**config.mk**
```make
export PLATFORM = sky130hd
export DESIGN_NAME = dmuxn_reg
export DESIGN_NICKNAME = d
export VERILOG_FILES = /design/src/rtl/dmuxn_reg.sv
export SDC_FILE = /design/constraint.sdc
export NUM_CORES = 1
export LEC_CHECK = 0
export ABC_CLOCK_PERIOD_IN_PS = 3840
export CORE_MARGIN = 4
export CORE_UTILIZATION = 40
export CTS_BUF_LIST = sky130_fd_sc_hd__clkbuf_16
export DETAILED_ROUTE_END_ITERATION = 12
export GPL_TIMING_DRIVEN = 0
export HOLD_SLACK_MARGIN = 0.08
export PLACE_DENSITY = 0.76
export SYNTH_ARGS = -nofsm -noshare
export SYNTH_HDL_FRONTEND = slang
export SYNTH_SLANG_ARGS = --single-unit
```
**constraint.sdc**
```tcl
create_clock -name clk -period 3.84 [get_ports clk]
set_input_delay 0.384 -clock clk [delete_from_list [all_inputs] [get_ports clk]]
set_output_delay 0.384 -clock clk [all_outputs]
set_load 0.005 [all_outputs]
```
**src/rtl/dmuxn_reg.sv**
```systemverilog
// Registered N-way word demultiplexer with per-channel one-entry holding
// registers, valid/ready handshake on both sides, broadcast mode and a transfer counter.
module dmuxn_reg #(
    parameter int WIDTH    = 16,
    parameter int WAYS     = 4,
    localparam int SEL_BITS = $clog2(WAYS)
) (
    input  logic                    clk,
    input  logic                    reset,
    input  logic [WIDTH-1:0]        in,
    input  logic                    in_valid,
    output logic                    in_ready,
    input  logic [SEL_BITS-1:0]     sel,
    input  logic                    bcast,
    output logic [WAYS*WIDTH-1:0]   out,
    output logic [WAYS-1:0]         out_valid,
    input  logic [WAYS-1:0]         out_ready,
    output logic [15:0]             count
);

    logic [WAYS-1:0]  out_valid_reg;
    logic [WAYS-1:0]  free;
    logic [WAYS-1:0]  load;
    logic             accept;
    logic [15:0]      count_reg;

    // A slot draining this edge is free, giving one word per cycle per channel.
    assign free     = ~out_valid_reg | out_ready;
    assign in_ready = !reset && (bcast ? (&free) : free[sel]);
    assign accept   = in_valid && in_ready;

    generate
        for (genvar gi = 0; gi < WAYS; gi++) begin : g_chan
            logic [WIDTH-1:0] data_reg;

            assign load[gi] = accept && (bcast || (sel == SEL_BITS'(gi)));

            always_ff @(posedge clk) begin
                if (reset) begin
                    data_reg          <= '0;
                    out_valid_reg[gi] <= 1'b0;
                end else if (load[gi]) begin
                    data_reg          <= in;
                    out_valid_reg[gi] <= 1'b1;
                end else if (out_ready[gi]) begin
                    out_valid_reg[gi] <= 1'b0;
                end
            end

            assign out[gi*WIDTH +: WIDTH] = data_reg;
        end
    endgenerate

    always_ff @(posedge clk) begin
        if (reset) begin
            count_reg <= '0;
        end else if (accept) begin
            count_reg <= count_reg + 16'd1;
        end
    end

    assign out_valid = out_valid_reg;
    assign count     = count_reg;

endmodule

```
After elaboration in Yosys (flattened, before gate mapping)

Index checks and enable logic that the tools add are counted.

$lt $le $gt $ge: 1
Eq/ne operators: 3
Muxes and demuxes: 11
Add/subtract/negate cells: 1
Bitwise logic cells: 2
Reductions and logical operators: 17

Operators by type and width:

| operator                                                                      | count |
|---|---|
| 16-bit by 1-bit adder with 16-bit output (second input constant)              | 1 |
| 1-bit two-way mux                                                             | 10 |
| 2-bit nonzero test                                                            | 4 |
| 1-bit logical AND                                                             | 6 |
| 2-bit equality test (second input constant)                                   | 2 |
| 1-bit logical OR                                                              | 4 |
| 4-bit NOT                                                                     | 1 |
| 4-bit bitwise OR                                                              | 1 |
| 4-bit AND reduction                                                           | 1 |
| 2-bit by 3-bit less-than comparator with 1-bit output (second input constant) | 1 |
| 1-bit binary-select mux with 2-bit select                                     | 1 |
| 2-bit by 1-bit equality test with 1-bit output (second input constant)        | 1 |
| 2-bit zero test                                                               | 1 |
| 1-bit zero test                                                               | 1 |

Bits in registers: 84
Word-level logic and storage cells: 44
Output and inout port bits: 85
Bits of input ports: 26

Longest topological paths before layout

Gate-level depths: netlist (run 1).

Depth in word-level cells: 9
Depth in mapped cells: 8
Depth with buffers taken out: 5

Least setup slack after synthesis (run 1)

Ideal clock, no wire load.

Kind: input to register
Start point: in sel[1]
End point: reg count_reg[10], in the netlist count[10]
Stages on the path: 7
Library setup time: 0.121 ns
Path slack: 1.873 ns
Required time: 3.719 ns
Buffers on the path: 2
Data arrival time: 1.846 ns
Cell sequence: a21oi_2 > nor2_1 > or3_1 > buf_2 > buf_6 > nor4_1 > mux2_2

Word-level cells in the longest chain between the ends: 5

Ends and longest elaborated chain:

| element                                   | RTL line | text |
|---|---|---|
| from (decl)                               | 13       | `input logic [SEL_BITS-1:0] sel,` |
| 1-bit binary-select mux with 2-bit select | 29       | `assign in_ready = !reset && (bcast ? (&free) : free[sel]);` |
| 1-bit two-way mux (not written as such)   | 29       |  |
| 1-bit two-way mux                         | 29       |  |
| 1-bit logical AND                         | 29       |  |
| 1-bit logical AND                         | 30       | `assign accept = in_valid && in_ready;` |
| to (signal assigned)                      | 58       | `count_reg <= count_reg + 16'd1;` |
| to (decl)                                 | 25       | `logic [15:0] count_reg;` |

Every way passes these cells. The select of a mux whose other input is x is not followed.
A chain may end at the register's enable or synchronous reset.

Worst setup path after layout (run 1)

Start point: in sel[1]
End point: out in_ready

Word-level cells in the longest chain between the ends: 4

Ends and longest elaborated chain:

| element                                   | RTL line | text |
|---|---|---|
| 1-bit binary-select mux with 2-bit select | 29       |  |
| 1-bit two-way mux (not written as such)   | 29       |  |
| 1-bit two-way mux                         | 29       |  |
| 1-bit logical AND                         | 29       |  |
| to (decl)                                 | 12       | `output logic in_ready,` |

Every way passes these cells. The select of a mux whose other input is x is not followed.

==> metrics.md, run 1 <==
| Metric | Value |
|---|---|
| Most frequent cells in the layout | clkdlybuf4s50_1, dfxtp_1, a21oi_1, nand3_1, o21ai_0 |
| Worst Setup Start Kind | input pin |
| Critical Path AT | 2.76 ns |
| CTS tree | built |
| Syn avg cell area | 8.20 sq um |
| Max-Cap Viols | 0 |
| Initial antenna violation count | 0 |
| Clock Latency Late Sink | 0.34 ns |
| Final nets | 580 |
| PwrDens | 406 nW/um^2 |
| GRT Total Usage | 0.231 |
| Grt total ovfl | 0 |
| Kind of critical path | input pin to output pin |
| Max_slew headroom | 0.443 |
| Leakage | 0.00164 uW |
| Die X | 102 microns |
| Fin. Hold Viols | 0 |
| Number of diodes | 0 |
| Via-to-Cell Ratio | 5.83 |
| IO Pins | 111 |
| Worst setup EP type | output pin |
| Biggest area consumer among synthesized cells | dfxtp_1 |
| Clock Pin Slew Worst Setup and Hold Paths | 0.07 ns |
| Yosys Warn Count | 0 |
| Hold Crit Class | input pin to register |
| Initial drt markers | 248 |
| Synth unique cells | 40 |
| CTS root buf | clkbuf_16 |
| Status | finished, final reports clean |
| Synthesized instance count | 433 |
| TritonCTS buffer count | 9 |
| Pre-antenna DRT Iters | 5 |
| Maximum vdd drop | 0.199 mV |
| Mapped Area | 3550 sq um |
| Max reg flops | 64 |
| Max frequency | 318 MHz |
| Port bufs | 109 |
| Worst Path Required | 3.46 ns |
| Post-CTS Setup Inserts | 0 |
| Crit path time final | 3.15 ns |
| RSZ-0062 raised after global routing | false |
| Commonest non-fill, non-tap cell in the layout | clkdlybuf4s50_1 |
| Hpwl dp | 8830 microns |
| Syn nets | 460 |
| H-tree levels | 3 |
| Post_cts resized | 0 |
| Total power | 2060 uW |
| Leading post-synthesis cells by cell area | dfxtp_1, a21oi_1, nand3_1 |
| DRC | 0 |
| CTS Hold Bufs | 0 |
| Die Span Y | 102 microns |
| Max Slew Vio Count | 0 |
| Share of cells above drive strength 1 | 0.0591 |
| Post-route ant nets | 0 |
| Final GP Congestion | 0.882 |
| DR vias | 3,883 |
| Total wire length | 12,000 microns |
| Final setup TNS | 0 ns |
| First-pass GRT wire length | 18,800 microns |
| Clock Sinks | 84 |
| Starting Density | 0.409 |
| Final setup viols | 0 |
| Clock Skews | 0.0108 ns |
| Wirelength per Cell | 18.0 microns |
| Die area | 10,400 sq um |
| Tcrit/Tclk final | 0.819 |
| Final hold slack | 0.409 ns |
| Pin count of the biggest net entering global routing | 19 |
| Crit-path max FO | 10 |
| Core area | 8680 sq um |
| Sequential area share after synthesis | 0.474 |
| Clk buf depth | 2 |
| Vias in the first global route | 3,718 |
| FP Rows | 34 |
| Area delta synth->final | 43.0% |
| Register bit count reported by yosys | 84 |
| Top-area cell type share of the netlist area | 0.474 |
| Worst-Margin Slew | 0.829 ns |
-- worst paths after layout --
| path | startpoint | endpoint | slack, ns | depth (start not counted) |
|---|---|---|---|---|
| worst max-delay path | sel[1] | in_ready | 0.69 | 8 |
| worst min-delay path | in_valid | count[1] | 0.41 | 3 |
| worst max register to register | count[2] | count[11] | 1.72 | 6 |
| worst min register to register | count[15] | count[15] | 0.47 | 1 |
-- final cells by class --
cell class / count / area, sq um
buffer: 38 / 155
inverter: 4 / 15.0
tap: 108 / 135
clock buffer: 9 / 225
sequential: 84 / 1680
clock inverter: 7 / 76.3
timing repair buffer: 109 / 1090
multi-input combinational: 307 / 1700
fill: 795 / 3600
-- synthesized netlist by cell type --
| cell | number |
|---|---|
| a311oi_1 | 1 |
| o21ai_1 | 2 |
| nand2_1 | 15 |
| nor2_1 | 10 |
| or4_1 | 7 |
| or4b_1 | 1 |
| nor4_1 | 2 |
| nand2_2 | 1 |
| a21oi_1 | 78 |
| or2b_4 | 1 |
| nand4_1 | 7 |
| and2_1 | 2 |
| clkbuf_1 | 33 |
| nand2b_1 | 5 |
| nor4_2 | 2 |
| nor2b_1 | 5 |
| nor2_2 | 1 |
| o31ai_1 | 4 |
| a21oi_2 | 2 |
| mux2_2 | 2 |
| clkbuf_2 | 1 |
| ha_1 | 1 |
| or3_1 | 3 |
| o21bai_1 | 1 |
| o2111ai_1 | 1 |
| o311ai_0 | 2 |
| o21ba_2 | 1 |
| inv_1 | 4 |
| a2111oi_4 | 1 |
| a31o_2 | 1 |
| and3_1 | 1 |
| o21ai_0 | 66 |
| nand3_1 | 69 |
| dfxtp_1 | 84 |
| nor3_1 | 5 |
| buf_2 | 3 |
| buf_6 | 1 |
| and4_1 | 2 |
| o41ai_1 | 2 |
| mux2i_1 | 3 |
-- report_power, final --
part / switching (uW) / internal, uW / total (uW)
logic: 154 / 117 / 271
clock network: 407 / 464 / 870
registers: 18.6 / 902 / 920
-- per-stage QoR --
stage	cell area [sq um]	std cells	setup WS, ns	utilization
3_5_place_dp	4780	650	0.724	0.550
5_1_grt	5080	666	0.529	0.585
4_1_cts	5080	666	0.731	0.585
6_report	5080	666	0.694	0.585
3_3_place_gp	4780	650	0.756	0.550
2_1_floorplan	3550	433	1.87	-
-- worst max-delay path, cell delays in order --
cell             delay (ns)
clkdlybuf4s50_1        0.52
a21oi_2                0.25
nor2_1                 0.08
or3_1                  0.33
buf_2                  0.18
clkbuf_1               0.24
nor2_1                 0.24
clkdlybuf4s50_1        0.55
-- cells by family (layout without fill, tap and decap cells) --
kind of cell,after synthesis,in the layout,share of synthesized area
compound gates,162,162,0.249
mux,5,5,0.0148
simple gates,139,139,0.211
buf+inv,42,167,0.0479
fa+ha+maj,1,1,0.00352
flops,84,84,0.474
-- per-layer routing --
layer / up-vias / global-route usage / wire length, microns
met5: - / 0 / 0
met3: 29 / 0.0567 / 1140
met1: 1815 / 0.292 / 4740
met2: 204 / 0.375 / 5780
li1: 1835 / - / -
met4: 0 / 0.0979 / 299
No activity file was read; power rests on OpenSTA's default activity.
==> inputs of run 2 (changes only) <==
--- a/config.mk
+++ b/config.mk
@@ -5,14 +5,14 @@
 export SDC_FILE = /design/constraint.sdc
 export NUM_CORES = 1
 export LEC_CHECK = 0
-export ABC_CLOCK_PERIOD_IN_PS = 3840
+export ABC_CLOCK_PERIOD_IN_PS = 2800
 export CORE_MARGIN = 4
 export CORE_UTILIZATION = 40
 export CTS_BUF_LIST = sky130_fd_sc_hd__clkbuf_16
 export DETAILED_ROUTE_END_ITERATION = 12
 export GPL_TIMING_DRIVEN = 0
 export HOLD_SLACK_MARGIN = 0.08
-export PLACE_DENSITY = 0.76
+export PLACE_DENSITY = 0.79
 export SYNTH_ARGS = -nofsm -noshare
 export SYNTH_HDL_FRONTEND = slang
 export SYNTH_SLANG_ARGS = --single-unit
==> constraint.sdc (replaced) <==
create_clock -name clk -period 2.8 [get_ports clk]
set_input_delay 0.28 -clock clk [delete_from_list [all_inputs] [get_ports clk]]
set_output_delay 0.28 -clock clk [all_outputs]
set_load 0.005 [all_outputs]
==> run 2 against run 1 <==
Power up 36%. Wire length decreased by 0.54%. Critical endpoint unchanged. Largest cell class unchanged. Clock skew hardly changed. Setup slack worse by 0.57 ns. First-iteration DRC count is 9.3% higher. Largest power group unchanged.
==> metrics.md, run 2 (synthesis gave the netlist of run 1 again) <==
| Metric | Value |
|---|---|
| Worst setup EP type | output pin |
| Max Slew Vio Count | 0 (unchanged) |
| Final nets | 580 (unchanged) |
| CTS tree | built |
| Max reg flops | 64 (unchanged) |
| Final setup viols | 0 (unchanged) |
| CP bufs+invs | 3 (-1) |
| Worst path top cell family by delay | buffers and inverters |
| Logic gate share of total power | 0.133 (+0.002) |
| Worst Setup Start Kind | input pin |
| Port bufs | 109 (unchanged) |
| Pin count of the biggest net entering global routing | 19 (unchanged) |
| First-pass GRT wire length | 18,700 microns (-0.44%) |
| Crit-path max FO | 17 (+7) |
| Kind of critical path | input pin to output pin |
| Tcrit/Tclk final | 0.957 |
| IO Pins | 111 (unchanged) |
| Sequential share of power | 0.449 (+0.003) |
| Starting Density | 0.409 (unchanged) |
| Status | finished, final reports clean |
| Crit-path slowest cell | clkdlybuf4s50_1 |
| Switching Fraction | 0.277 (-0.00396) |
| Hpwl dp | 8720 microns (-1.3%) |
| Die Span Y | 102 microns (unchanged) |
| CP max stage delay | 0.55 ns (about the same) |
| Initial antenna violation count | 0 (unchanged) |
| Core area | 8680 sq um (unchanged) |
| Clock Latency Late Sink | 0.33 ns (about the same) |
| Internal Pwr Total | 2030 uW (+37%) |
| Non-filler cells, final | 666 (unchanged) |
| Number of diodes | 0 (unchanged) |
| Vias in the first global route | 3,742 (+0.65%) |
| GRT Total Usage | 0.227 (-0.00385) |
| Wirelength per Cell | 17.9 microns (-0.54%) |
| Most frequent cells in the layout | clkdlybuf4s50_1, dfxtp_1, a21oi_1, nand3_1, o21ai_0 |
| Final GP Congestion | 0.924 (+4.8%) |
| Grt total ovfl | 0 (unchanged) |
| Post-route ant nets | 0 (unchanged) |
| CTS Hold Bufs | 0 (unchanged) |
| Placed Cells incl. Taps | 650 (unchanged) |
| Crit path time final | 2.68 ns |
| RSZ-0062 raised after global routing | false |
| Worst Path Required | 2.52 ns (-0.94 ns) |
| Max_slew headroom | 0.402 (-0.0405) |
| H-tree levels | 3 (unchanged) |
| Hold Crit Class | input pin to register |
| Total wire length | 11,900 microns (-0.54%) |
| Clock Sinks | 84 (unchanged) |
| Clock Pin Slew Worst Setup and Hold Paths | 0.07 ns (about the same) |
| Commonest non-fill, non-tap cell in the layout | clkdlybuf4s50_1 |
| Max frequency | 373 MHz |
| Clock Skews | 0.0105 ns (-0.000252 ns) |
| Maximum vdd drop | 0.291 mV (+47%) |
| Max-Cap Viols | 0 (unchanged) |
| Leakage | 0.00165 uW (+0.14%) |
| DRC | 0 (unchanged) |
| Via-to-Cell Ratio | 5.92 (+1.5%) |
| CP Cell Sequence | clkdlybuf4s50_1 -> a21oi_2 -> nor2_1 -> or3_1 -> buf_2 -> nor2_1 -> clkdlybuf4s50_1 |
| Die area | 10,400 sq um (unchanged) |
| Clock power share | 0.418 (-0.004) |
| Clk buf depth | 2 (unchanged) |
| Die X | 102 microns (unchanged) |
| Critical Path AT | 2.40 ns (-0.36 ns) |
| DR vias | 3,943 (+1.5%) |
| Sw power | 778 uW (+34%) |
| Worst-Margin Slew | 0.889 ns (+0.0603 ns) |
| Share of cells above drive strength 1 | 0.0609 (+0.00179) |
| FP Rows | 34 (unchanged) |
| Area delta synth->final | 43.1% (about the same) |
| PwrDens | 553 nW/um^2 (+36%) |
| Pre-antenna DRT Iters | 5 (unchanged) |
| Initial drt markers | 271 (+9.3%) |
| Fin. Hold Viols | 0 (unchanged) |
| Final core occ | 0.585 (about the same) |
| CTS root buf | clkbuf_16 |
| TritonCTS buffer count | 9 (unchanged) |
run 2: routing by layer:
metal  global-route usage  wire, microns
met5                    0              0
met4               0.0888            250
met3               0.0457            894
met2                0.376           5910
met1                0.291           4840
run 2: worst paths after layout:
kind	startpoint	to	slack, ns	cells after the start
worst max-delay path	sel[0]	in_ready	0.12	7
worst min-delay path	in_valid	count[1]	0.31	3
worst max register to register	out_valid[2]	g_chan[0].data_reg[14]	0.66	6
worst min register to register	g_chan[0].data_reg[12]	g_chan[0].data_reg[12]	0.47	2
run 2: cell type report:
type                    instances  area [sq um]
flip-flops and latches         84          1680
fillers                       799          3600
plain buffers                  37           151
inverters                       4          15.0
clock inverters                 7          73.8
multi-input cells             307          1700
well taps                     108           135
clock buffers                   9           225
repair buffers                110          1100
run 2: power by group through the flow:
stage	Sequential (uW)	Clock (uW)	Combinational [uW]
finish	1260	1170	372
detailed placement	1290	0	364
global placement	1290	0	357
CTS	1260	1180	366
floorplan	1290	0	164
global route	1270	1240	403
run 2: metrics by stage:
| step | area, sq um | power (uW) | setup slack, ns | hold WS (ns) | TNS, ns |
|---|---|---|---|---|---|
| after floorplan | 3550 | 1450 | 0.884 | 0.428 | 0 |
| after global placement | 4780 | 1640 | -0.0718 | 0.448 | -0.0718 |
| after detailed placement | 4780 | 1650 | -0.0962 | 0.468 | -0.0962 |
| after CTS | 5070 | 2810 | 0.0676 | 0.299 | 0 |
| after global routing | 5080 | 2910 | 0.0372 | 0.348 | 0 |
| final | 5080 | 2810 | 0.120 | 0.308 | 0 |
run 2: worst register-to-register path, stage by stage, from the launching register on:
cell      delay [ns]
dfxtp_1         0.33
nand2b_1        0.12
a21oi_2         0.08
nor4_2          0.79
clkbuf_1        0.46
nand3_1         0.15
a21oi_1         0.15
run 2: timing repair:
item | in CTS | in global routing
resized for setup | 0 | 1
buffers inserted | 0 | 1
setup endpoints to repair | 1 | 1
pin swaps | 0 | 1
cloned | 0 | 0
==> inputs of run 3 (changes only) <==
--- a/config.mk
+++ b/config.mk
@@ -12,7 +12,7 @@
 export DETAILED_ROUTE_END_ITERATION = 12
 export GPL_TIMING_DRIVEN = 0
 export HOLD_SLACK_MARGIN = 0.08
-export PLACE_DENSITY = 0.79
+export PLACE_DENSITY = 0.73
 export SYNTH_ARGS = -nofsm -noshare
 export SYNTH_HDL_FRONTEND = slang
 export SYNTH_SLANG_ARGS = --single-unit
==> run 3 against run 2 <==
Worst hold slack got worse by 0.0021 ns. Global-route usage barely moved. Flip-flop and latch count did not move. Die area did not move. Critical path type unchanged. Largest power group unchanged.
==> metrics.md, run 3 (synthesis gave the netlist of run 1 again) <==
| Metric | Value |
|---|---|
| Status | finished, final reports clean |
| Reg2reg start | out_valid[2] |
| Sw power | 736 uW (-5.4%) |
| Grt total ovfl | 0 (unchanged) |
| Starting Density | 0.409 (unchanged) |
| GRT Total Usage | 0.227 (+0.000395) |
| Hold_sp | in_valid |
| Max_slew headroom | 0.343 (-0.0597) |
| Clk buf depth | 2 (unchanged) |
| Worst-Margin Slew | 0.978 ns (+0.0888 ns) |
| Logic gate share of total power | 0.132 (about the same) |
| Clock Sinks | 84 (unchanged) |
| Critical Path AT | 2.42 ns (+0.02 ns) |
| Non-filler cells, final | 665 (-0.15%) |
| Final GP Congestion | 0.867 (-6.1%) |
| Setup slack, reg-to-reg | 0.58 ns (-0.08 ns) |
| Port bufs | 109 (unchanged) |
| Sequential share of power | 0.447 (-0.002) |
| Initial drt markers | 202 (-25%) |
| PwrDens | 557 nW/um^2 (+0.81%) |
| Pin count of the biggest net entering global routing | 18 (-1) |
| DRC | 0 (unchanged) |
| Via-to-Cell Ratio | 5.92 (about the same) |
| Placed Cells incl. Taps | 650 (unchanged) |
| TritonCTS buffer count | 9 (unchanged) |
| CTS root buf | clkbuf_16 |
| Max reg flops | 64 (unchanged) |
| Commonest non-fill, non-tap cell in the layout | clkdlybuf4s50_1 |
| Grt peak-use layer | met2 |
| Tcrit/Tclk final | 0.963 (+0.00547) |
| Worst Path Required | 2.52 ns (about the same) |
| RSZ-0062 raised after global routing | false |
| Final core occ | 0.585 (about the same) |
| Crit-path max FO | 17 (unchanged) |
| Routing usage on met2 | 0.377 (+0.00150) |
| DR vias | 3,939 (-0.10%) |
| Worst Setup Start Kind | input pin |
| Clock Latency Late Sink | 0.34 ns (about the same) |
| First-pass GRT wire length | 18,600 microns (-0.48%) |
| Max-Cap Viols | 0 (unchanged) |
| Number of diodes | 0 (unchanged) |
| Most frequent cells in the layout | clkdlybuf4s50_1, dfxtp_1, a21oi_1, nand3_1, o21ai_0 |
| Hold Crit Class | input pin to register |
| Area delta synth->final | 43.0% (about the same) |
| Worst setup EP type | output pin |
| Clock power share | 0.421 (+0.003) |
| Clock Skews | 0.00512 ns (-0.00543 ns) |
| Fin. Hold Viols | 0 (unchanged) |
| CTS tree | built |
| GR Layer Usage met3 | 0.0375 (-0.00819) |
| Initial antenna violation count | 0 (unchanged) |
| Max frequency | 371 MHz (-0.57%) |
| Die Span Y | 102 microns (unchanged) |
| Final setup TNS | 0 ns (unchanged) |
| IO Pins | 111 (unchanged) |
| Clock Pin Slew Worst Setup and Hold Paths | 0.06 ns (about the same) |
| Leakage | 0.00164 uW (-0.16%) |
| Grt met1 use | 0.295 (+0.00411) |
| Total wire length | 12,000 microns (+0.99%) |
| Total power | 2830 uW (+0.74%) |
| Internal Pwr Total | 2090 uW (+3.1%) |
| Vias in the first global route | 3,718 (-0.64%) |
| Die area | 10,400 sq um (unchanged) |
| Max Slew Vio Count | 0 (unchanged) |
| Crit path from | bcast |
| Die X | 102 microns (unchanged) |
| Pre-antenna DRT Iters | 5 (unchanged) |
| Crit path time final | 2.70 ns (+0.0153 ns) |
| Wirelength per Cell | 18.1 microns (+1.1%) |
| Post-route ant nets | 0 (unchanged) |
| H-tree levels | 3 (unchanged) |
| Final setup viols | 0 (unchanged) |
| FP Rows | 34 (unchanged) |
| Share of cells above drive strength 1 | 0.0610 (+0.000109) |
| # fillers | 808 (+1.1%) |
| Kind of critical path | input pin to output pin |
| Final nets | 579 (-0.17%) |
| Core area | 8680 sq um (unchanged) |
| CTS Hold Bufs | 0 (unchanged) |
| Maximum vdd drop | 0.315 mV (+8.2%) |
| Switching Fraction | 0.260 (-0.0169) |
| Hpwl dp | 8820 microns (+1.1%) |
[run 3: critical path, stage by stage]
cell	delay (ns)
clkdlybuf4s50_1	0.52
a21oi_2	0.24
nor2_1	0.09
or3_1	0.34
buf_2	0.24
nor2_2	0.18
clkdlybuf4s50_1	0.52
[run 3: path summary, 6_finish.rpt]
| path | endpoint | cells after the start |
|---|---|---|
| max reg2reg | g_chan[0].data_reg[7] | 6 |
| max | in_ready | 7 |
| min reg2reg | count[15] | 1 |
| min | count[1] | 3 |
[run 3: power by group through the flow]
stage | Clock, uW | Combinational [uW] | Sequential [uW]
3_3_place_gp | 0 | 358 | 1290
6_report | 1190 | 374 | 1260
2_1_floorplan | 0 | 164 | 1290
4_1_cts | 1200 | 369 | 1260
5_1_grt | 1240 | 402 | 1270
3_5_place_dp | 0 | 367 | 1290
[run 3: metrics by stage]
| stage | hold slack [ns] | setup WS [ns] | area, sq um |
|---|---|---|---|
| 2_1_floorplan | 0.428 | 0.884 | 3550 |
| 3_3_place_gp | 0.449 | -0.0864 | 4780 |
| 3_5_place_dp | 0.466 | -0.144 | 4780 |
| 4_1_cts | 0.304 | 0.0655 | 5070 |
| 5_1_grt | 0.355 | 0.0000591 | 5080 |
| 6_report | 0.306 | 0.104 | 5080 |
[run 3: repair_timing]
item / in CTS / in global routing
resized for setup: 0 / 2
setup endpoints to repair: 1 / 1
buffers inserted: 0 / 0
[run 3: layout make-up]
type                       instances  area (sq um)  share of cell area
timing repair buffer             109          1090               0.215
buffer                            37           151              0.0298
inverter                           4          15.0             0.00296
sequential                        84          1680               0.331
clock inverter                     7          75.1              0.0148
multi-input combinational        307          1700               0.335
clock buffer                       9           225              0.0444
tap                              108           135              0.0266
[run 3: metal layers]
layer | vias up | part of all wire
met5 | - | 0
met4 | 0 | 0.028
met3 | 32 | 0.069
li1 | 1828 | -
met1 | 1889 | 0.42
met2 | 190 | 0.49
==> RTL change, RTL diff (config.mk and constraints of run 2) <==
Reset style: asynchronous (`reset`), changed in 2 clocked blocks.
--- a/src/rtl/dmuxn_reg.sv
+++ b/src/rtl/dmuxn_reg.sv
@@ -35,7 +35,7 @@
 
             assign load[gi] = accept && (bcast || (sel == SEL_BITS'(gi)));
 
-            always_ff @(posedge clk) begin
+            always_ff @(posedge clk or posedge reset) begin
                 if (reset) begin
                     data_reg          <= '0;
                     out_valid_reg[gi] <= 1'b0;
@@ -51,7 +51,7 @@
         end
     endgenerate
 
-    always_ff @(posedge clk) begin
+    always_ff @(posedge clk or posedge reset) begin
         if (reset) begin
             count_reg <= '0;
         end else if (accept) begin
Check against the original RTL: differs if reset is asserted again (counterexample within 4 cycles, from zero or initial values and one cycle with reset high); with reset held inactive, the same outputs for 10 cycles.
==> RTL change against run 2 <==
  * Critical path depth grew 1
  * Worst setup slack better by 0.038 ns
  * Final cell count decreased by 30%
  * Synthesized area is 3.0% lower
  * Sequential cell count did not move
  * Count of clock-buffer cells in the layout did not move
  * Sequential share of layout area up 9.3 points
  * First-iteration DRC count fell by 89%
  * Die area fell by 2.8%
  * Wire length shrank 31%
  * Register-to-register slack got worse by 0.27 ns
  * Final area shrank 2.5%
  * Highest routed layer unchanged
Power is not compared: it rests on default switching activity, and its combinational part moved more than twofold at a synthesized area within 25%.
==> RTL change: results (changes against run 2) <==
hp-class: "primary input to asynchronous set/reset pin"
drt-total-wl_mm: 8.23  # -31%
clk-power_mw: 1.04
place_inst: 452  # -30%
wl_met2_mm: 3.98  # -33%
crit_path_max_fanout: 19  # +2
synthArstFlopShare_pct: 100  # +100 points
arrival_ns: 2.85  # +0.45 ns
grt_use_met1_pct: 22.1  # -7.0 points
cts_resized: 0  # unchanged
nNetsFinal: 384  # -34%
syn_nets: 264  # -43%
setup_tns_ns: 0  # unchanged
use_met3_pct: 4.43  # -0.14 points
clkTransAtPathRegs_ns: 0.06
synth.top_cells.by_area: "dfrtp_1 (61%), mux2_2 (21%), xor2_1 (3.6%)"
synth.distinct_cells: 30  # -25%
dp_slack_ns: -0.173  # -0.0766 ns
max_stage_delay_ns: 0.54
drive_above_1_share_pct: 26.6  # +20 points
numPortBuffers: 109  # unchanged
gp_congestion: 0.776  # -16%
ys_seq_area_share_pct: 61.0  # +14 points
dr_wl_met3_microns: 532  # -40%
synth_area_per_cell_sq_um: 14.5  # +77%
numCtsBuffers: 9  # unchanged
gr-usage-all-layers_pct: 17.0  # -5.7 points
yosysWarningCount: 0  # unchanged
grt_pass1_wl_mm: 13.2  # -29%
dr.first_iter.drc_count: 30  # -89%
met1Wirelength_mm: 3.59  # -26%
synth_common_cells: "dfrtp_1 (84), mux2_2 (65), xor2_1 (14), nand2_1 (10), nor4_1 (8)"
diodes: 0  # unchanged
clk_latency_ns: 0.33  # about the same
place_area_sq_um: 4700  # -1.7%
status: "completed"
first_pass_iters: 4  # -1
slew_headroom_pct: 55.2  # +15 points
via_per_inst: 5.05  # -15%
fin_worst_skew_ns: 0.00617  # -0.00438 ns
cpMaxStageDelayCell: "clkdlybuf4s50_1"
grtUsageMet2_pct: 27.5  # -10 points
largest_reg_flops: 64  # unchanged
antenna_found_initial: 0  # unchanged
grt_pass1_vias: 2416  # -35%
grt_max_degree: 46  # +27
dp_hpwl_mm: 5.95  # -32%
final_cells: 466  # -30%
core-area_sq_um: 8300  # -4.4%
postCtsSetupBuffers: 0  # unchanged
-- RTL change: logic make-up (layout without fill, tap and decap cells) --
logic type / after synthesis / after routing / synth area share (%)
xor gates and xnor gates: 15 / 15 / 3.82
muxes: 65 / 65 / 21.3
AOI/OAI and AO/OA: 8 / 8 / 1.71
adders and majority gates: 1 / 1 / 0.363
and+or+nand+nor: 49 / 49 / 9.38
buffers and inverters: 15 / 139 / 2.43
DFF: 84 / 84 / 61.0
-- RTL change: worst reg2reg max path, cell delays in order (launching register included) --
cell     delay (ns)
dfrtp_1        0.40
nor3b_1        0.15
a311o_1        0.38
buf_6          0.20
nor4_4         0.54
buf_6          0.26
mux2_2         0.36
-- RTL change: final timing paths --
kind,start,endpoint,slack (ns)
worst max-delay path,sel[1],g_chan[3].data_reg[5]$_DFFE_PP0P_,0.16
worst min register to register,count[15]$_DFFE_PP0P_,count[15]$_DFFE_PP0P_,0.48
max in group asynchronous,reset,g_chan[1].data_reg[2]$_DFFE_PP0P_,1.78
worst max register to register,out_valid[3]$_DFFE_PP0P_,g_chan[3].data_reg[5]$_DFFE_PP0P_,0.39
min in group clk,count[15]$_DFFE_PP0P_,count[15]$_DFFE_PP0P_,0.48
worst min-delay path,reset,g_chan[1].data_reg[14]$_DFFE_PP0P_,0.42
-- RTL change: final cells by class --
| class | count | area (sq um) |
|---|---|---|
| Tap cell | 105 | 131 |
| Sequential cell | 84 | 2100 |
| Fill cell | 690 | 3350 |
| Clock inverter | 6 | 33.8 |
| Clock buffer | 9 | 225 |
| Timing Repair Buffer | 110 | 1120 |
| Inverter | 6 | 25.0 |
| Buffer | 8 | 58.8 |
| Multi-Input combinational cell | 138 | 1260 |
